## src/rtl/beam_threshold_sequencer.sv

```systemverilog
// Shadow threshold RAM per beam; a commit walks all beams onto thresh/thresh_ce, settles, then strobes update.
// Latency: beam k loads 2+k cycles after commit, update at 2+NBEAMS+SETTLE_CYCLES, done one cycle later.
// Backpressure: wr_ready_o low outside IDLE; commits while busy collapse into one pending rerun. Option: BEAM_THRESH_MASK_EN.
module beam_threshold_sequencer #(
    parameter int NBEAMS        = 46,
    parameter int SETTLE_CYCLES = 2,
    localparam int AW           = $clog2(NBEAMS)
) (
    input  logic              clk_i,
    input  logic              rst_i,
    input  logic [AW-1:0]     wr_addr_i,
    input  logic [17:0]       wr_data_i,
    input  logic              wr_valid_i,
    output logic              wr_ready_o,
    input  logic              commit_i,
`ifdef BEAM_THRESH_MASK_EN
    input  logic [NBEAMS-1:0] beam_mask_i,
`endif
    output logic              busy_o,
    output logic              done_o,
    output logic [7:0]        commit_count_o,
    output logic [17:0]       thresh_o,
    output logic [NBEAMS-1:0] thresh_ce_o,
    output logic              update_o
);

    typedef enum logic [2:0] {
        S_IDLE,
        S_PRIME,
        S_LOAD,
        S_SETTLE,
        S_UPDATE,
        S_DONE
    } state_t;

    localparam logic [3:0]    SETTLE_LAST = (SETTLE_CYCLES > 0) ? 4'(SETTLE_CYCLES - 1) : 4'd0;
    localparam logic [AW-1:0] LAST_BEAM   = AW'(NBEAMS - 1);

    logic [17:0]       r_ram [NBEAMS];
    state_t            r_state;
    logic [AW-1:0]     r_k;
    logic [3:0]        r_settle;
    logic              r_pending;
    logic              r_wr_rdy;
    logic              r_busy;
    logic              r_done;
    logic              r_update;
    logic [7:0]        r_count;
    logic [17:0]       r_thresh;
    logic [NBEAMS-1:0] r_ce;

    logic              w_addr_ok;
    logic              w_wr_en;
    logic [AW-1:0]     w_next_k;
    logic [17:0]       w_thresh;

    assign w_addr_ok = (int'(wr_addr_i) < NBEAMS);
    assign w_wr_en   = wr_valid_i && r_wr_rdy && w_addr_ok;
    assign w_next_k  = r_k + AW'(1);

    // The mask is applied on the output side so it is sampled in the beam's own LOAD cycle.
`ifdef BEAM_THRESH_MASK_EN
    assign w_thresh = ((r_state == S_LOAD) && beam_mask_i[r_k]) ? 18'h3FFFF : r_thresh;
`else
    assign w_thresh = r_thresh;
`endif

    always_ff @(posedge clk_i) begin
        if (w_wr_en) begin
            r_ram[wr_addr_i] <= wr_data_i;
        end
    end

    always_ff @(posedge clk_i) begin
        if (rst_i) begin
            r_state   <= S_IDLE;
            r_k       <= '0;
            r_settle  <= '0;
            r_pending <= 1'b0;
            r_wr_rdy  <= 1'b1;
            r_busy    <= 1'b0;
            r_done    <= 1'b0;
            r_update  <= 1'b0;
            r_count   <= '0;
            r_thresh  <= '0;
            r_ce      <= '0;
        end else begin
            r_update <= 1'b0;
            r_done   <= 1'b0;
            if (commit_i && (r_state != S_IDLE)) begin
                r_pending <= 1'b1;
            end
            case (r_state)
                S_IDLE: begin
                    if (commit_i || r_pending) begin
                        r_state   <= S_PRIME;
                        r_pending <= 1'b0;
                        r_k       <= '0;
                        r_busy    <= 1'b1;
                        r_wr_rdy  <= 1'b0;
                    end
                end
                S_PRIME: begin
                    r_state  <= S_LOAD;
                    r_thresh <= r_ram[0];
                    r_ce     <= NBEAMS'(1);
                end
                S_LOAD: begin
                    if (r_k == LAST_BEAM) begin
                        r_ce     <= '0;
                        r_thresh <= w_thresh;
                        if (SETTLE_CYCLES == 0) begin
                            r_state  <= S_UPDATE;
                            r_update <= 1'b1;
                        end else begin
                            r_state  <= S_SETTLE;
                            r_settle <= '0;
                        end
                    end else begin
                        r_k      <= w_next_k;
                        r_ce     <= r_ce << 1;
                        r_thresh <= r_ram[w_next_k];
                    end
                end
                S_SETTLE: begin
                    if (r_settle == SETTLE_LAST) begin
                        r_state  <= S_UPDATE;
                        r_update <= 1'b1;
                    end else begin
                        r_settle <= r_settle + 4'd1;
                    end
                end
                S_UPDATE: begin
                    r_state <= S_DONE;
                    r_done  <= 1'b1;
                    r_busy  <= 1'b0;
                    r_count <= r_count + 8'd1;
                end
                S_DONE: begin
                    r_state  <= S_IDLE;
                    r_wr_rdy <= 1'b1;
                    r_thresh <= '0;
                end
                default: begin
                    r_state <= S_IDLE;
                end
            endcase
        end
    end

    assign wr_ready_o     = r_wr_rdy;
    assign busy_o         = r_busy;
    assign done_o         = r_done;
    assign commit_count_o = r_count;
    assign thresh_o       = w_thresh;
    assign thresh_ce_o    = r_ce;
    assign update_o       = r_update;

endmodule

```

## config.mk

```make
export PLATFORM = sky130hd
export DESIGN_NAME = beam_threshold_sequencer
export DESIGN_NICKNAME = d
export VERILOG_FILES = /design/src/rtl/beam_threshold_sequencer.sv
export SDC_FILE = /design/constraint.sdc
export NUM_CORES = 1
export LEC_CHECK = 0
export BUFFER_PORTS_ARGS = -buffer_cell sky130_fd_sc_hd__clkbuf_2
export CAP_MARGIN = 20
export CORE_MARGIN = 8
export CORE_UTILIZATION = 47
export DETAILED_ROUTE_END_ITERATION = 8
export PLACE_DENSITY_LB_ADDON = 0.08
export SKIP_LAST_GASP = 1
export SYNTH_ARGS = -nofsm -noshare
export SYNTH_HDL_FRONTEND = slang
export SYNTH_SLANG_ARGS = --single-unit
```

## constraint.sdc

```tcl
create_clock -name clk_i -period 2.1 [get_ports clk_i]
set_input_delay 0.21 -clock clk_i [delete_from_list [all_inputs] [get_ports clk_i]]
set_output_delay 0.21 -clock clk_i [all_outputs]
set_load 0.05 [all_outputs]
```

==> out/qor.csv, run 1 <==
metric,value,unit
grt_pass1_wl,139.0,mm
drt-wirelength-per-cell,29.12,um
rsz0062_at_grt,true,
regToRegEndpoint,thresh_o[17]$_SDFFE_PP0P_,
die_h,290.5,um
maxSlewHeadroom,52.58,%
crit_arrival,2.96,ns
setup_tns,-4.033,ns
dpl.hpwl,59.26,mm
path_class,flop to flop,
cp.required,2.65,ns
die_area,84420,sq um
crit_start,r_k[1]$_SDFFE_PP0P_,
rows,100,
cts-buffers-inserted,96,
syn_nets,1929,
fmax,0.4140,GHz
yosys_register_bits,918,
final.period_utilization,115.0,%
grt_usage,22.50,%
critPathLaunchType,flop,
vias,19660,
ys_warn_count,0,
total_power,0.03972,W
synth_cell_types,58,
final_cell_area,43500,sq um
r2r_start,r_k[1]$_SDFFE_PP0P_,
clock_skew,0.01932,ns
pin_count,104,
hold_viol,0,
drt-initial-drc-count,2061,
power.leakage,14.25,nW
fin_ws,-0.3152,ns
syn_area_per_cell,18.68,sq um
cts_root_buf,clkbuf_16,
antenna_left,0,
grt_start_max_net_pins,47,
regToRegSetupSlack,-0.32,ns
cap_violations,0,
slew_violations,0,
setup_violations,18,
path_clk_slew,0.06,ns
synth-main-ff-cell,edfxtp_1,
placed_area,39730,sq um
clk_path_buf_depth,3,
worst_slew_pin_slew,0.7113,ns
drc,0,
coreArea,74570,sq um
yosysSeqAreaShare,75.27,%
layout_common_cells,"828 x edfxtp_1, 198 x mux4_2, 150 x buf_4, 133 x nand2_1, 126 x nor2_1",
clock_sinks,918,
area_growth,22.79,%
syn_inst,1896,
violations,negative setup slack,
die_width,290.5,um
synth_edf_count,828,
cts_tree,yes,
worst_setup_path_end_kind,flop,
gp_congestion,0.8320,
crit_end,thresh_o[17]$_SDFFE_PP0P_,
gr-total-overflow,0,
grt_pass1_vias,19750,
syn_area,35430,sq um
final.min_clock_period,2.415,ns
first_pass_iters,5,
power.density,913.0,nW/um^2
worstPathMaxFanout,7,
antenna_found_initial,2,
synthArstFlopShare,0,%
clk-insertion-delay-late,0.64,ns
vias_per_cell,5.958,
fin_nets,2284,
final_common_cell,edfxtp_1,
holdCritPathClass,primary input to flop,
initial_core_util,47.51,%
outcome,"complete, but fails checks",
wirelength,96.11,mm
rr_worst_depth,10,
ir_worst_vdd,0.0007255,V
drive_gt1_share,34.51,%
htree_num_levels,3,
port_buffers,103,
[sequential cells by signal (all words and copies together), names as in the netlist]
register / count
r_state: 3
update_o: 1
thresh_o: 18
done_o: 1
commit_count_o: 8
wr_ready_o: 1
r_pending: 1
r_k: 6
r_settle: 4
r_ram: 828
busy_o: 1
thresh_ce_o: 46
[logic make-up (layout without fill, tap and decap cells)]
group                    Yosys count  in the layout  synth area share (%)
multiplexers                     236            236                 13.75
adder cells (fa/ha/maj)            5              5                0.1766
flip-flops                       918            918                 75.27
AO/OA/AOI/OAI                    209            209                 4.270
buffers and inverters            115            546                 1.497
other                              0              4                     0
XOR/XNOR                          11             11                0.2932
AND/OR/NAND/NOR                  402            402                 4.747
[metrics by stage]
stage	worst slack (ns)	instances	util, %	hold WS, ns
floorplan	-0.07529	1896	-	0.3089
global placement	-0.4510	3092	53.28	0.4529
detailed placement	-0.4666	3092	53.28	0.4607
CTS	-0.2932	3291	58.13	0.1536
global route	-0.3735	3296	58.32	0.1551
finish	-0.3152	3300	58.34	0.1462
[where the power goes]
group	internal (W)	switching, W	leakage, nW	total (W)
combinational	0.00140	0.00192	4.61	0.00332
clock	0.00948	0.00679	1.46	0.0163
sequential	0.0200	0.000123	8.18	0.0201
[synth_stat cells, types with 2 or more instances]
cell type / n / area, sq um
o22a_1: 2 / 17.52
nand3_1: 49 / 245.2
nand2_1: 138 / 518.0
buf_2: 37 / 185.2
and2_1: 2 / 12.51
nor3_1: 7 / 35.03
buf_4: 6 / 45.04
a22oi_1: 47 / 352.8
xnor2_1: 3 / 26.28
nand4_1: 5 / 31.28
xor2_1: 7 / 61.31
o21bai_1: 3 / 22.52
o211ai_1: 18 / 135.1
ha_1: 5 / 62.56
nor2_1: 174 / 653.1
nand3b_1: 3 / 22.52
o21ai_0: 5 / 25.02
mux4_1: 4 / 105.1
and3_1: 5 / 31.28
mux2_2: 2 / 22.52
dfxtp_1: 90 / 1802
o22ai_1: 2 / 12.51
nor2b_1: 7 / 43.79
a221oi_1: 2 / 17.52
a32oi_1: 18 / 157.7
a21oi_1: 58 / 290.3
mux4_2: 195 / 4392
mux2i_1: 35 / 350.3
edfxtp_1: 828 / 24860
buf_1: 7 / 26.28
a311oi_2: 9 / 135.1
clkbuf_1: 54 / 202.7
inv_1: 7 / 26.28
nand2b_1: 2 / 12.51
a211oi_1: 6 / 45.04
a31oi_1: 19 / 118.9
a311oi_1: 9 / 78.83
buf_6: 4 / 45.04
or3_1: 3 / 18.77
[layer usage]
metal | vias up | GRT usage, % | wire length [um]
li1 | 8395 | - | -
met1 | 10340 | 32.02 | 41230
met2 | 765 | 34.50 | 44510
met3 | 161 | 4.849 | 7051
met4 | 0 | 7.629 | 3321
met5 | - | 0 | 0
[final cells by class]
type	instances	area, sq um
Tap cell	969	1212
Clock inverter	43	352.8
Clock buffer	131	2638
Fill cell	5635	31070
Inverter	7	26.28
Multi-Input combinational cell	863	8708
Timing Repair Buffer	365	3877
Antenna cell	4	10.01
Sequential cell	918	26680
[worst max-delay path, stage by stage, from the launching register on]
cell	delay, ns
dfxtp_4	0.38
inv_2	0.06
ha_4	0.32
buf_12	0.16
bufbuf_16	0.28
mux4_2	0.19
nand2_1	0.16
a32oi_2	0.26
buf_4	0.17
nand3_1	0.11
a311oi_2	0.24
[worst min path at each step]
stage,cells past startpoint,slack (ns),start,to
6_report,1,0.15,wr_data_i[17],r_ram[34][17]$_DFFE_PP_
5_1_grt,2,0.16,wr_data_i[5],r_ram[16][5]$_DFFE_PP_
4_1_cts,2,0.15,wr_data_i[5],r_ram[17][5]$_DFFE_PP_
3_5_place_dp,2,0.46,busy_o$_SDFFE_PP0P_,busy_o$_SDFFE_PP0P_
3_3_place_gp,2,0.45,busy_o$_SDFFE_PP0P_,busy_o$_SDFFE_PP0P_
2_1_floorplan,0,0.31,wr_data_i[0],r_ram[0][0]$_DFFE_PP_
[what timing repair did]
action	in CTS	in global routing
buffers inserted	17	6
hold endpoints to repair	27	0
setup endpoints to repair	18	18
hold buffers	2	0
gates resized for setup	47	27
pin swaps	21	12
gates cloned	8	0
Note: power is estimated with default switching activity, not from simulation.
==> inputs of run 2 (changes only) <==
Settings changed: ABC_AREA set to 1.
==> out/qor.csv, run 2 <==
metric,value,unit
slew_violations,0,
cts_root_buf,clkbuf_16,
violations,negative setup slack,
use_met3,3.993,%
clk-insertion-delay-late,0.67,ns
combPwrFrac,30.8,%
gp_congestion,0.8704,
clk_path_buf_depth,3,
maxSlewHeadroom,49.53,%
holdCritPathClass,primary input to flop,
nFillCells,6659,
power_frac_seq,37.8,%
worst_setup_path_end_kind,flop,
final_common_cell,nand2_1,
syn_inst,3650,
fin_nets,3938,
synth_area_leaders,"edfxtp_1 65%, nand2_1 12%, nand3_1 8.2%",
internal-power,0.03597,W
rows,104,
power.leakage,18.46,nW
drc,0,
syn_area,38280,sq um
fmax,0.4398,GHz
layout_common_cells,"1208 x nand2_1, 828 x edfxtp_1, 543 x nand3_1, 325 x inv_1, 115 x buf_4",
dp.cells,4832,
synth.most_common_cell,nand2_1,
yosysSeqAreaShare,69.65,%
syn_area_per_cell,10.49,sq um
worstPathMaxFanout,9,
power.switching,0.01841,W
initial_core_util,47.53,%
netlist_top_cells_count,"1228 x nand2_1, 828 x edfxtp_1, 630 x nand3_1, 327 x inv_1, 101 x a21oi_1",
grt_pass1_wl,175.1,mm
syn_nets,3683,
pin_count,104,
hold_ws,0.02037,ns
placed_area,42420,sq um
final.min_clock_period,2.274,ns
rsz0062_at_grt,true,
die_h,301.4,um
grt_pass1_vias,27200,
outcome,"complete, but fails checks",
htree_num_levels,3,
ir_worst_vdd,0.0007409,V
cts-buffers-inserted,96,
critPathLaunchType,flop,
pwr-share-clk,31.4,%
path_class,flop to flop,
synth-main-ff-cell,edfxtp_1,
grt_usage,25.56,%
crit_arrival,2.86,ns
p_sw_share,33.85,%
cp.required,2.69,ns
vias_per_cell,5.523,
setup_violations,18,
synth_edf_count,828,
clock_skew,0.02415,ns
worst_slew_pin_slew,0.7560,ns
fin_ws,-0.1737,ns
die_area,90850,sq um
hold_viol,0,
drt-wirelength-per-cell,23.43,um
port_buffers,103,
synth_cell_types,33,
dpl.hpwl,70.80,mm
clock_sinks,918,
final_cells,5046,
path_clk_slew,0.07,ns
synth.top_cell.area_share,64.95,%
final_cell_area,47120,sq um
wirelength,118.2,mm
ys_warn_count,0,
vias,27870,
largest_reg_flops,828,
grtUsageMet1,35.26,%
antenna_found_initial,4,
antenna_left,0,
final.period_utilization,108.3,%
antenna_cells,0,
power.density,1154,nW/um^2
gr-total-overflow,0,
cts_tree,yes,
use_met2,41.11,%
grt-busiest-layer,met2,
synthArstFlopShare,0,%
cap_violations,0,
area_growth,23.07,%
grt_start_max_net_pins,86,
yosys_register_bits,918,
total_power,0.05438,W
first_pass_iters,6,
coreArea,80550,sq um
pre_cts_ws,-0.3921,ns
die_width,301.4,um
top_register,r_ram,
drive_gt1_share,17.08,%
drt-initial-drc-count,3002,
yosys.area.top_type,edfxtp_1,
==> run 2: cell count changes after synthesis, sizes merged, moves of 47 or more <==
cell	change
nand2	+1091
nand3	+581
inv	+324
mux4	-199
nor2	-74
buf	+56
o21ai	+55
a22oi	-47
==> run 2: final timing paths <==
check	start	endpoint	slack [ns]	cells past startpoint
worst min-delay path	wr_data_i[1]	r_ram[36][1]$_DFFE_PP_	0.02	2
worst min register to register	commit_count_o[7]$_SDFFE_PP0P_	commit_count_o[7]$_SDFFE_PP0P_	0.47	2
worst max register to register	r_k[0]$_SDFFE_PP0P_	thresh_o[13]$_SDFFE_PP0P_	-0.17	14
worst max-delay path	r_k[0]$_SDFFE_PP0P_	thresh_o[13]$_SDFFE_PP0P_	-0.17	14
==> run 2: logic make-up after synthesis <==
kind of cell | Yosys count | synth area share, %
simple gates | 1982 | 21.66
flops | 918 | 69.65
buf+inv | 553 | 5.729
compound gates | 188 | 2.664
fa+ha+maj | 5 | 0.1634
xor+xnor | 4 | 0.1308
==> run 2: power by group through the flow <==
stage / Combinational [W] / Sequential, W / Clock [W]
after floorplan: 0.00770 / 0.0214 / 0
after global placement: 0.0142 / 0.0209 / 0
after detailed placement: 0.0142 / 0.0209 / 0
after CTS: 0.0162 / 0.0206 / 0.0173
after global routing: 0.0180 / 0.0206 / 0.0180
final: 0.0167 / 0.0206 / 0.0171
==> run 2: timing repair <==
item,4_1_cts,5_1_grt
endpoints found under the setup margin,18,24
cloned,13,4
hold buffers,2,0
pin swaps,35,12
setup buffers,16,0
endpoints found under the hold margin,3,0
gates resized for setup,151,44
==> run 2: per-layer routing <==
layer | part of all wire [%] | wire (um) | vias up
li1 | - | - | 12800
met1 | 42 | 50030 | 13670
met2 | 47 | 55330 | 1188
met3 | 7.5 | 8914 | 201
met4 | 3.3 | 3936 | 4
met5 | 0.019 | 23 | -
==> run 2: final cells by class <==
type	instances	area (sq um)	area share, %
multi-input combinational	2179	10320	21.91
clock buffer	128	2645	5.614
clock inverter	51	538.0	1.142
tap	1060	1326	2.815
sequential	918	26670	56.61
timing repair buffer	358	4250	9.021
timing repair inverter	1	8.758	0.01859
inverter	351	1351	2.868
==> run 2: worst max-delay path: stages, from the launching register on <==
cell	delay, ns
dfxtp_4	0.37
buf_12	0.13
ha_4	0.28
buf_12	0.16
buf_12	0.16
buf_12	0.13
nand2_1	0.06
nand3_1	0.09
nand3_2	0.19
nand3_2	0.13
buf_4	0.15
nand2_1	0.06
nand2_1	0.09
nand2_1	0.06
a21oi_1	0.13
==> run 2: per-stage QoR <==
stage / setup TNS [ns] / utilization, %
global placement: -4.154 / 52.66
finish: -2.258 / 58.50
detailed placement: -4.822 / 52.66
floorplan: -74.69 / -
CTS: -1.765 / 58.10
global route: -3.715 / 58.50
